### src/rtl/axi4_lite_master.sv
// Single-outstanding AXI4-lite initiator: a command/response front end that
// issues one read or write at a time, with a sticky watchdog for stalled slaves.
module axi4_lite_master #(
    parameter int ADDR_WIDTH     = 32,
    parameter int TIMEOUT_CYCLES = 1024,
    parameter int TMO_WIDTH      = $clog2(TIMEOUT_CYCLES + 1)
) (
    input  logic                  clk,
    input  logic                  resetn,

    input  logic                  cmd_valid,
    output logic                  cmd_ready,
    input  logic                  cmd_write,
    input  logic [ADDR_WIDTH-1:0] cmd_addr,
    input  logic [31:0]           cmd_wdata,
    input  logic [3:0]            cmd_wstrb,

    output logic                  rsp_valid,
    input  logic                  rsp_ready,
    output logic                  rsp_write,
    output logic [31:0]           rsp_rdata,
    output logic [1:0]            rsp_resp,

    output logic                  busy,
    output logic                  timeout,

    output logic [ADDR_WIDTH-1:0] m_axi_awaddr,
    output logic                  m_axi_awvalid,
    input  logic                  m_axi_awready,
    output logic [31:0]           m_axi_wdata,
    output logic [3:0]            m_axi_wstrb,
    output logic                  m_axi_wvalid,
    input  logic                  m_axi_wready,
    input  logic [1:0]            m_axi_bresp,
    input  logic                  m_axi_bvalid,
    output logic                  m_axi_bready,
    output logic [ADDR_WIDTH-1:0] m_axi_araddr,
    output logic                  m_axi_arvalid,
    input  logic                  m_axi_arready,
    input  logic [31:0]           m_axi_rdata,
    input  logic [1:0]            m_axi_rresp,
    input  logic                  m_axi_rvalid,
    output logic                  m_axi_rready
);

    typedef enum logic [2:0] {
        IDLE, WR, WR_RESP, RD_ADDR, RD_DATA, RSP
    } state_t;

    localparam logic [TMO_WIDTH-1:0] TMO_LIMIT = TMO_WIDTH'(TIMEOUT_CYCLES);

    state_t state, state_next;

    logic [ADDR_WIDTH-1:0] addr_q, addr_d;
    logic [31:0]           wdata_q, wdata_d;
    logic [3:0]            wstrb_q, wstrb_d;
    logic                  awvalid_d, wvalid_d, bready_d, arvalid_d, rready_d;
    logic                  aw_done, aw_done_d, w_done, w_done_d;
    logic                  rsp_valid_d, rsp_write_d;
    logic [31:0]           rsp_rdata_d;
    logic [1:0]            rsp_resp_d;
    logic                  timeout_d;
    logic [TMO_WIDTH-1:0]  tmo_cnt, tmo_cnt_d;

    logic accept, aw_fire, w_fire, b_fire, ar_fire, r_fire, any_fire, waiting;

    function automatic logic [TMO_WIDTH-1:0] sat_inc(input logic [TMO_WIDTH-1:0] v);
        return (v >= TMO_LIMIT) ? TMO_LIMIT : v + TMO_WIDTH'(1);
    endfunction

    assign cmd_ready = resetn && (state == IDLE);
    assign busy      = (state != IDLE);
    assign accept    = cmd_valid && cmd_ready;
    assign aw_fire   = m_axi_awvalid && m_axi_awready;
    assign w_fire    = m_axi_wvalid && m_axi_wready;
    assign b_fire    = m_axi_bvalid && m_axi_bready;
    assign ar_fire   = m_axi_arvalid && m_axi_arready;
    assign r_fire    = m_axi_rvalid && m_axi_rready;
    assign any_fire  = aw_fire || w_fire || b_fire || ar_fire || r_fire;
    assign waiting   = (state == WR) || (state == WR_RESP) ||
                       (state == RD_ADDR) || (state == RD_DATA);

    // Address and write payload share one register set for both channels.
    assign m_axi_awaddr = addr_q;
    assign m_axi_araddr = addr_q;
    assign m_axi_wdata  = wdata_q;
    assign m_axi_wstrb  = wstrb_q;

    always_ff @(posedge clk) begin
        if (!resetn) state <= IDLE;
        else         state <= state_next;
    end

    always_comb begin
        state_next = state;
        case (state)
            IDLE:    if (accept) state_next = cmd_write ? WR : RD_ADDR;
            WR:      if ((aw_done || aw_fire) && (w_done || w_fire)) state_next = WR_RESP;
            WR_RESP: if (b_fire) state_next = RSP;
            RD_ADDR: if (ar_fire) state_next = RD_DATA;
            RD_DATA: if (r_fire) state_next = RSP;
            RSP:     if (rsp_ready) state_next = IDLE;
            default: state_next = IDLE;
        endcase
    end

    always_comb begin
        addr_d      = addr_q;
        wdata_d     = wdata_q;
        wstrb_d     = wstrb_q;
        awvalid_d   = m_axi_awvalid;
        wvalid_d    = m_axi_wvalid;
        bready_d    = m_axi_bready;
        arvalid_d   = m_axi_arvalid;
        rready_d    = m_axi_rready;
        aw_done_d   = aw_done;
        w_done_d    = w_done;
        rsp_valid_d = rsp_valid;
        rsp_write_d = rsp_write;
        rsp_rdata_d = rsp_rdata;
        rsp_resp_d  = rsp_resp;
        timeout_d   = timeout;
        tmo_cnt_d   = tmo_cnt;
        case (state)
            IDLE: if (accept) begin
                addr_d    = cmd_addr;
                wdata_d   = cmd_wdata;
                wstrb_d   = cmd_wstrb;
                awvalid_d = cmd_write;
                wvalid_d  = cmd_write;
                arvalid_d = !cmd_write;
                aw_done_d = 1'b0;
                w_done_d  = 1'b0;
                timeout_d = 1'b0;
                tmo_cnt_d = '0;
            end
            WR: begin
                if (aw_fire) begin
                    awvalid_d = 1'b0;
                    aw_done_d = 1'b1;
                end
                if (w_fire) begin
                    wvalid_d = 1'b0;
                    w_done_d = 1'b1;
                end
                if (state_next == WR_RESP) bready_d = 1'b1;
            end
            WR_RESP: if (b_fire) begin
                bready_d    = 1'b0;
                rsp_valid_d = 1'b1;
                rsp_write_d = 1'b1;
                rsp_rdata_d = '0;
                rsp_resp_d  = m_axi_bresp;
            end
            RD_ADDR: if (ar_fire) begin
                arvalid_d = 1'b0;
                rready_d  = 1'b1;
            end
            RD_DATA: if (r_fire) begin
                rready_d    = 1'b0;
                rsp_valid_d = 1'b1;
                rsp_write_d = 1'b0;
                rsp_rdata_d = m_axi_rdata;
                rsp_resp_d  = m_axi_rresp;
            end
            RSP: if (rsp_ready) rsp_valid_d = 1'b0;
            default: ;
        endcase
        // Watchdog only observes; the transaction itself is never abandoned.
        if (waiting) begin
            tmo_cnt_d = any_fire ? '0 : sat_inc(tmo_cnt);
            if (tmo_cnt_d == TMO_LIMIT) timeout_d = 1'b1;
        end
    end

    always_ff @(posedge clk) begin
        if (!resetn) begin
            addr_q        <= '0;
            wdata_q       <= '0;
            wstrb_q       <= '0;
            m_axi_awvalid <= 1'b0;
            m_axi_wvalid  <= 1'b0;
            m_axi_bready  <= 1'b0;
            m_axi_arvalid <= 1'b0;
            m_axi_rready  <= 1'b0;
            aw_done       <= 1'b0;
            w_done        <= 1'b0;
            rsp_valid     <= 1'b0;
            rsp_write     <= 1'b0;
            rsp_rdata     <= '0;
            rsp_resp      <= '0;
            timeout       <= 1'b0;
            tmo_cnt       <= '0;
        end else begin
            addr_q        <= addr_d;
            wdata_q       <= wdata_d;
            wstrb_q       <= wstrb_d;
            m_axi_awvalid <= awvalid_d;
            m_axi_wvalid  <= wvalid_d;
            m_axi_bready  <= bready_d;
            m_axi_arvalid <= arvalid_d;
            m_axi_rready  <= rready_d;
            aw_done       <= aw_done_d;
            w_done        <= w_done_d;
            rsp_valid     <= rsp_valid_d;
            rsp_write     <= rsp_write_d;
            rsp_rdata     <= rsp_rdata_d;
            rsp_resp      <= rsp_resp_d;
            timeout       <= timeout_d;
            tmo_cnt       <= tmo_cnt_d;
        end
    end

endmodule

### config.mk
export PLATFORM = sky130hd
export DESIGN_NAME = axi4_lite_master
export DESIGN_NICKNAME = d
export VERILOG_FILES = /design/src/rtl/axi4_lite_master.sv
export SDC_FILE = /design/constraint.sdc
export NUM_CORES = 1
export LEC_CHECK = 0
export BUFFER_PORTS_ARGS = -buffer_cell sky130_fd_sc_hd__buf_2
export CAP_MARGIN = 15
export CORE_MARGIN = 2
export CORE_UTILIZATION = 30
export DETAILED_ROUTE_END_ITERATION = 6
export SYNTH_ARGS = -nofsm -noshare
export SYNTH_HDL_FRONTEND = slang
export SYNTH_SLANG_ARGS = --single-unit
### constraint.sdc
create_clock -name clk -period 2.7 [get_ports clk]
set_input_delay 0.135 -clock clk [delete_from_list [all_inputs] [get_ports clk]]
set_output_delay 0.135 -clock clk [all_outputs]
set_load 0.005 [all_outputs]
Word level (Yosys, flattened, before mapping)

Cells that the tools add are included.

Register bits: 126
Bits of input ports: 114
Output and inout port bits: 144

$add $sub $neg: 1
Order comparisons: 1
Equality and inequality tests: 15
Multiplexer cells: 47
Reductions and logical operators: 37

Operators by type and width:

| kind                                                 | count |
|---|---|
| 2-to-1 mux 32 bit                                    | 2 |
| one-hot mux 32 bit (2 select lines)                  | 1 |
| 2-to-1 mux 11 bit                                    | 5 |
| 2-to-1 mux 1 bit                                     | 19 |
| 2-to-1 mux 3 bit                                     | 6 |
| one-hot mux 3 bit (6 select lines)                   | 1 |
| AND reduction 3 bit                                  | 6 |
| one-hot mux 1 bit (2 select lines)                   | 8 |
| != test 2 bit (second input constant)                | 7 |
| nonzero test 2 bit                                   | 7 |
| adder 11 x 1 -> 11 bit (second input constant)       | 1 |
| equality test 11 bit (second input constant)         | 1 |
| >= comparator 11 bit (second input constant)         | 1 |
| equality test 3 x 2 -> 1 bit (second input constant) | 3 |
| logical OR 1 bit                                     | 9 |
| logical AND 1 bit                                    | 8 |
| equality test 3 bit (second input constant)          | 2 |
| 2-to-1 mux 2 bit                                     | 3 |
| nonzero test 3 bit                                   | 2 |
| one-hot mux 2 bit (2 select lines)                   | 1 |
| AND reduction 2 bit                                  | 2 |
| AND reduction 4 bit                                  | 1 |
| equality test 3 x 1 -> 1 bit (second input constant) | 1 |
| zero test 3 bit                                      | 1 |
| other kinds (3)                                      | 3 |

Longest topological paths before layout

Depth after elaboration: 9
Depth in mapped cells: 8

Least setup slack after synthesis

No wires, ideal clock.

Path type: flip-flop to flip-flop
From: reg tmo_cnt[0]
To: reg timeout
Setup time: 0.103 ns
Arrival: 1.670 ns
Data required time: 2.597 ns
Setup slack: 0.927 ns
Stages on the path, launching flop included: 7
Clock period less this slack: 1.773 ns
Cells stage by stage: dfxtp_1 -> ha_1 -> and2_2 -> nand3_2 -> xnor2_1 -> or4_1 -> a222oi_1

Word-level cells in the longest chain between the ends: 6

Ends and longest elaborated chain:

| element                                                               | line | source |
|---|---|---|
| from (decl)                                                           | 63   | `logic [TMO_WIDTH-1:0] tmo_cnt, tmo_cnt_d;` |
| from (signal assigned)                                                | 210  | `tmo_cnt <= tmo_cnt_d;` |
| adder 11 x 1 -> 11 bit / >= comparator 11 bit (equally long branches) | 68   | `return (v >= TMO_LIMIT) ? TMO_LIMIT : v + TMO_WIDTH'(1);` |
| 2-to-1 mux 11 bit (*)                                                 | 68   |  |
| 2-to-1 mux 11 bit (*)                                                 | 171  | `tmo_cnt_d = any_fire ? '0 : sat_inc(tmo_cnt);` |
| equality test 11 bit (*)                                              | 172  | `if (tmo_cnt_d == TMO_LIMIT) timeout_d = 1'b1;` |
| 2-to-1 mux 1 bit (*)                                                  | 172  |  |
| 2-to-1 mux 1 bit (*)                                                  | 170  | `if (waiting) begin` |
| to (signal assigned)                                                  | 209  | `timeout <= timeout_d;` |
| to (decl)                                                             | 25   | `output logic timeout,` |

Mark *: on every way between the ends. The rest lies on a longest branch, timed or not.
A chain may end at the register's enable or synchronous reset.

Worst setup path after layout

From: reg state[1]
To: reg rsp_rdata[6]

Word-level cells in the longest chain between the ends: 3

Ends and longest elaborated chain:

| element                                                                     | line | source |
|---|---|---|
| from (decl)                                                                 | 52   | `state_t state, state_next;` |
| from (signal assigned)                                                      | 91   | `else state <= state_next;` |
| equality test 3 bit / equality test 3 x 2 -> 1 bit (equally long branches)  | 124  | `case (state)` |
| != test 2 bit (no source line) / nonzero test 2 bit (equally long branches) | --   |  |
| AND reduction 3 bit (no source line)                                        | --   |  |
| to (signal assigned)                                                        | 207  | `rsp_rdata <= rsp_rdata_d;` |
| to (decl)                                                                   | 21   | `output logic [31:0] rsp_rdata,` |

Parallel ways exist; a longest one is shown, timed or not.

==> impl_results.md <==
* Outcome: completed
* Diode count at 0
* Finished Cell Area at 8009 µm²
* Initial core utilization at a little under a third
* R2R Path Start: state[1]$_SDFF_PN0_
* TritonCTS clock tree: yes
* Iter 0 DRT Violations at around 230
* CTS root buffer: clkbuf_16
* Resized Gates After CTS at 0
* VDD IR-drop max at 0.3932 mV
* Fin. Hold Viols at 0
* CORE AREA at 17120 µm²
* Total track usage at 17.15%
* Pin count of the biggest net entering global routing at 48
* Initial antenna violation count at 0
* Clock transition at path regs at roughly 60 ps
* TNS Setup at 0 ps
* Routed vias/inst at ~4.6
* Worst EP arrival at 2350 ps
* Period utilisation layout at 74.97%
* XOR/XNOR Fraction of Synth Area at 0.6737%
* Total wire length at 16380 µm
* Avg Inst Size Synth at ~7.8 µm²
* Area Overhead vs Synth at 54.02%
* Post-synth top area cell: dfxtp_1
* Relative slew margins at 56.33%
* Class of the worst hold path: primary input to flop
* Placed cell areas at 6401 µm²
* WS Path Type: flop to flop
* Share of cells above drive strength 1 at 32.15%
* Complex-gate fraction of the synthesized area at 9.336%
* FP Rows at 48
* Main combinational cell family by area after synthesis: simple AND/OR/NAND/NOR gates
* Worst Tran Pin Value at roughly 650 ps
* GPL Wtd Cong at 0.8077
* YS warnings at 0
* Synthesized area at just over 5000 µm²
* Drt pass-1 iters at 5
* Req. time, crit path at about 3000 ps
* Max-Cap Viols at 0
* Ys async rst share at 0%
* Die height at 135.7 µm
* First-pass GRT wire length at 25230 µm
* Synth area leaders: dfxtp_1 (49%), nand2_1 (13%), nand3_1 (11%)
* Synth top area share at 48.51%
* Crit Path Max Fanout at 15
* Number of global-route vias before repair at 5041
* Unrepaired setup endpoints after global routing: no
* Post-Syn Nets at ~780
* Worst-Skew Late Latency at just over 400 ps
* Syn Inst Count at about 660
* Slew Limit Fails at 0
* Final #Nets at approximately 1100
* Number of CTS-inserted buffers at 17
* H-tree depth at 4
* Clock sinks at between 100 and 150
* Setup bufs post-CTS at 0
* Antenna viol nets, final at 0
* Post-DP HPWL at between 10000 and 15000 µm
* Startpoint types: flop
* DR WL/cell at 13.56 µm
* #FFs+latches synth at 126
* IO Port Bufs at 257
* Static leakage at 3.913 nW
* Vias at ~5600
* # IOs at 258
* Hold WS at roughly 24 ps
* Fmax at 494.0 MHz
* Top-count cell post-synth: nand2_1
* CTS Hold Bufs at 100
* Clk_skew at 6.124 ps
* HP Start: m_axi_awready
* PwrDens at 620.5 nW/µm²
* Die Area at approximately 18000 µm²
* Synth Area in Simple Gates at 29.69%
* CP startpoint: state[1]$_SDFF_PN0_
* Synth cell types at 46
* Sequential share of the synthesized area at slightly below 50%
* Final setup viols at 0
* CTS Buffer Depth at 2
* Final min period at 2024 ps
* DRC at 0
* Remaining global-route overflow at 0
* Synth top cells by count: nand2_1 (186), dfxtp_1 (126), nand3_1 (115), a21oi_1 (54), buf_4 (33)
* Portion of netlist area occupied by mux cells at 1.155%
* Top_reg_cell synth: dfxtp_1
* Number of enable-type register cells in the synthesized netlist at 0
* Die X at 135.7 µm
* Synth Area in Adders at 0.4812%
* Critical path capture point type: flop
-- area by class of cell --
class / count / area [µm²]
inverters: 11 / 41.29
multi-input cells: 444 / 2172
well taps: 225 / 281.5
clock buffers: 19 / 442.9
fillers: 1658 / 9107
clock inverters: 13 / 163.9
repair buffers: 370 / 2385
flip-flops and latches: 126 / 2522
-- power by group --
part           internal [mW]  leakage (nW)  switching [mW]
Sequential              1.96          1.03          0.0665
Clock                   1.48         0.294           0.855
Combinational          0.315          2.59           0.294
Total                   3.75          3.91            1.22
-- per-layer routing --
layer | vias up | global-route usage (%) | routed length, µm
met5 | - | 0 | 0
met2 | 240 | 28.51 | 7776
li1 | 2802 | - | -
met4 | 0 | 6.192 | 305
met3 | 24 | 5.013 | 1319
met1 | 2491 | 21.07 | 6982
-- registers in the layout, summed over array words and instances (netlist names), 2 cells and up --
name          cells
rsp_resp          2
state             3
m_axi_araddr     32
m_axi_wstrb       4
rsp_rdata        32
tmo_cnt          11
m_axi_wdata      32
-- critical path, cell delays in order, from the launching register on --
cell and delay (ps):
dfxtp_1 490, nand2b_1 150, nor3_2 160, buf_4 160
a31o_1 410, buf_4 290, nand3_1 100, a21oi_1 180
-- layout by cell type (no fill, tap or decap), drive strengths merged, types with 2 or more instances in the layout --
| cell type | count |
|---|---|
| or3 | 2 |
| a21oi | 54 |
| nor3 | 10 |
| a311oi | 2 |
| dlygate4sd3 | 100 |
| a22oi | 3 |
| and3 | 4 |
| nand2 | 187 |
| buf | 270 |
| or2 | 2 |
| nand2b | 2 |
| clkinv | 6 |
| dfxtp | 126 |
| bufinv | 3 |
| inv | 13 |
| ha | 2 |
| a31oi | 8 |
| mux2i | 6 |
| clkinvlp | 2 |
| o21ai | 7 |
| nand3 | 116 |
| clkbuf | 19 |
| nor2 | 18 |
| a21o | 3 |
| xnor2 | 3 |
| a211oi | 2 |
-- path summary, 6_finish.rpt --
path	end	slack, ps	cells past startpoint
worst max-delay path	rsp_rdata[6]$_SDFFE_PN0P_	680	7
worst min-delay path	aw_done$_SDFFE_PN0P_	20	3
worst max register to register	rsp_rdata[6]$_SDFFE_PN0P_	680	7
worst min register to register	m_axi_wdata[19]$_SDFFE_PN0P_	450	2
-- logic make-up (layout without fill, tap and decap cells) --
logic type,count (synthesis),in the layout
xor gates and xnor gates,4,4
and+or+nand+nor,347,347
buffers and inverters,93,413
adders and majority gates,2,2
muxes,6,6
DFF,126,126
AOI/OAI and AO/OA,85,85
-- per-stage QoR --
| stage | util [%] | instances | setup WS (ps) | power (mW) |
|---|---|---|---|---|
| 2_1_floorplan | - | 663 | 927.0 | 2.330 |
| 3_3_place_gp | 37.40 | 1076 | 766.6 | 2.555 |
| 3_5_place_dp | 37.40 | 1076 | 700.7 | 2.557 |
| 4_1_cts | 46.79 | 1208 | 680.3 | 5.029 |
| 5_1_grt | 46.79 | 1208 | 473.4 | 5.204 |
| 6_report | 46.79 | 1208 | 675.8 | 4.969 |
Note: power is estimated with default switching activity, not from simulation.
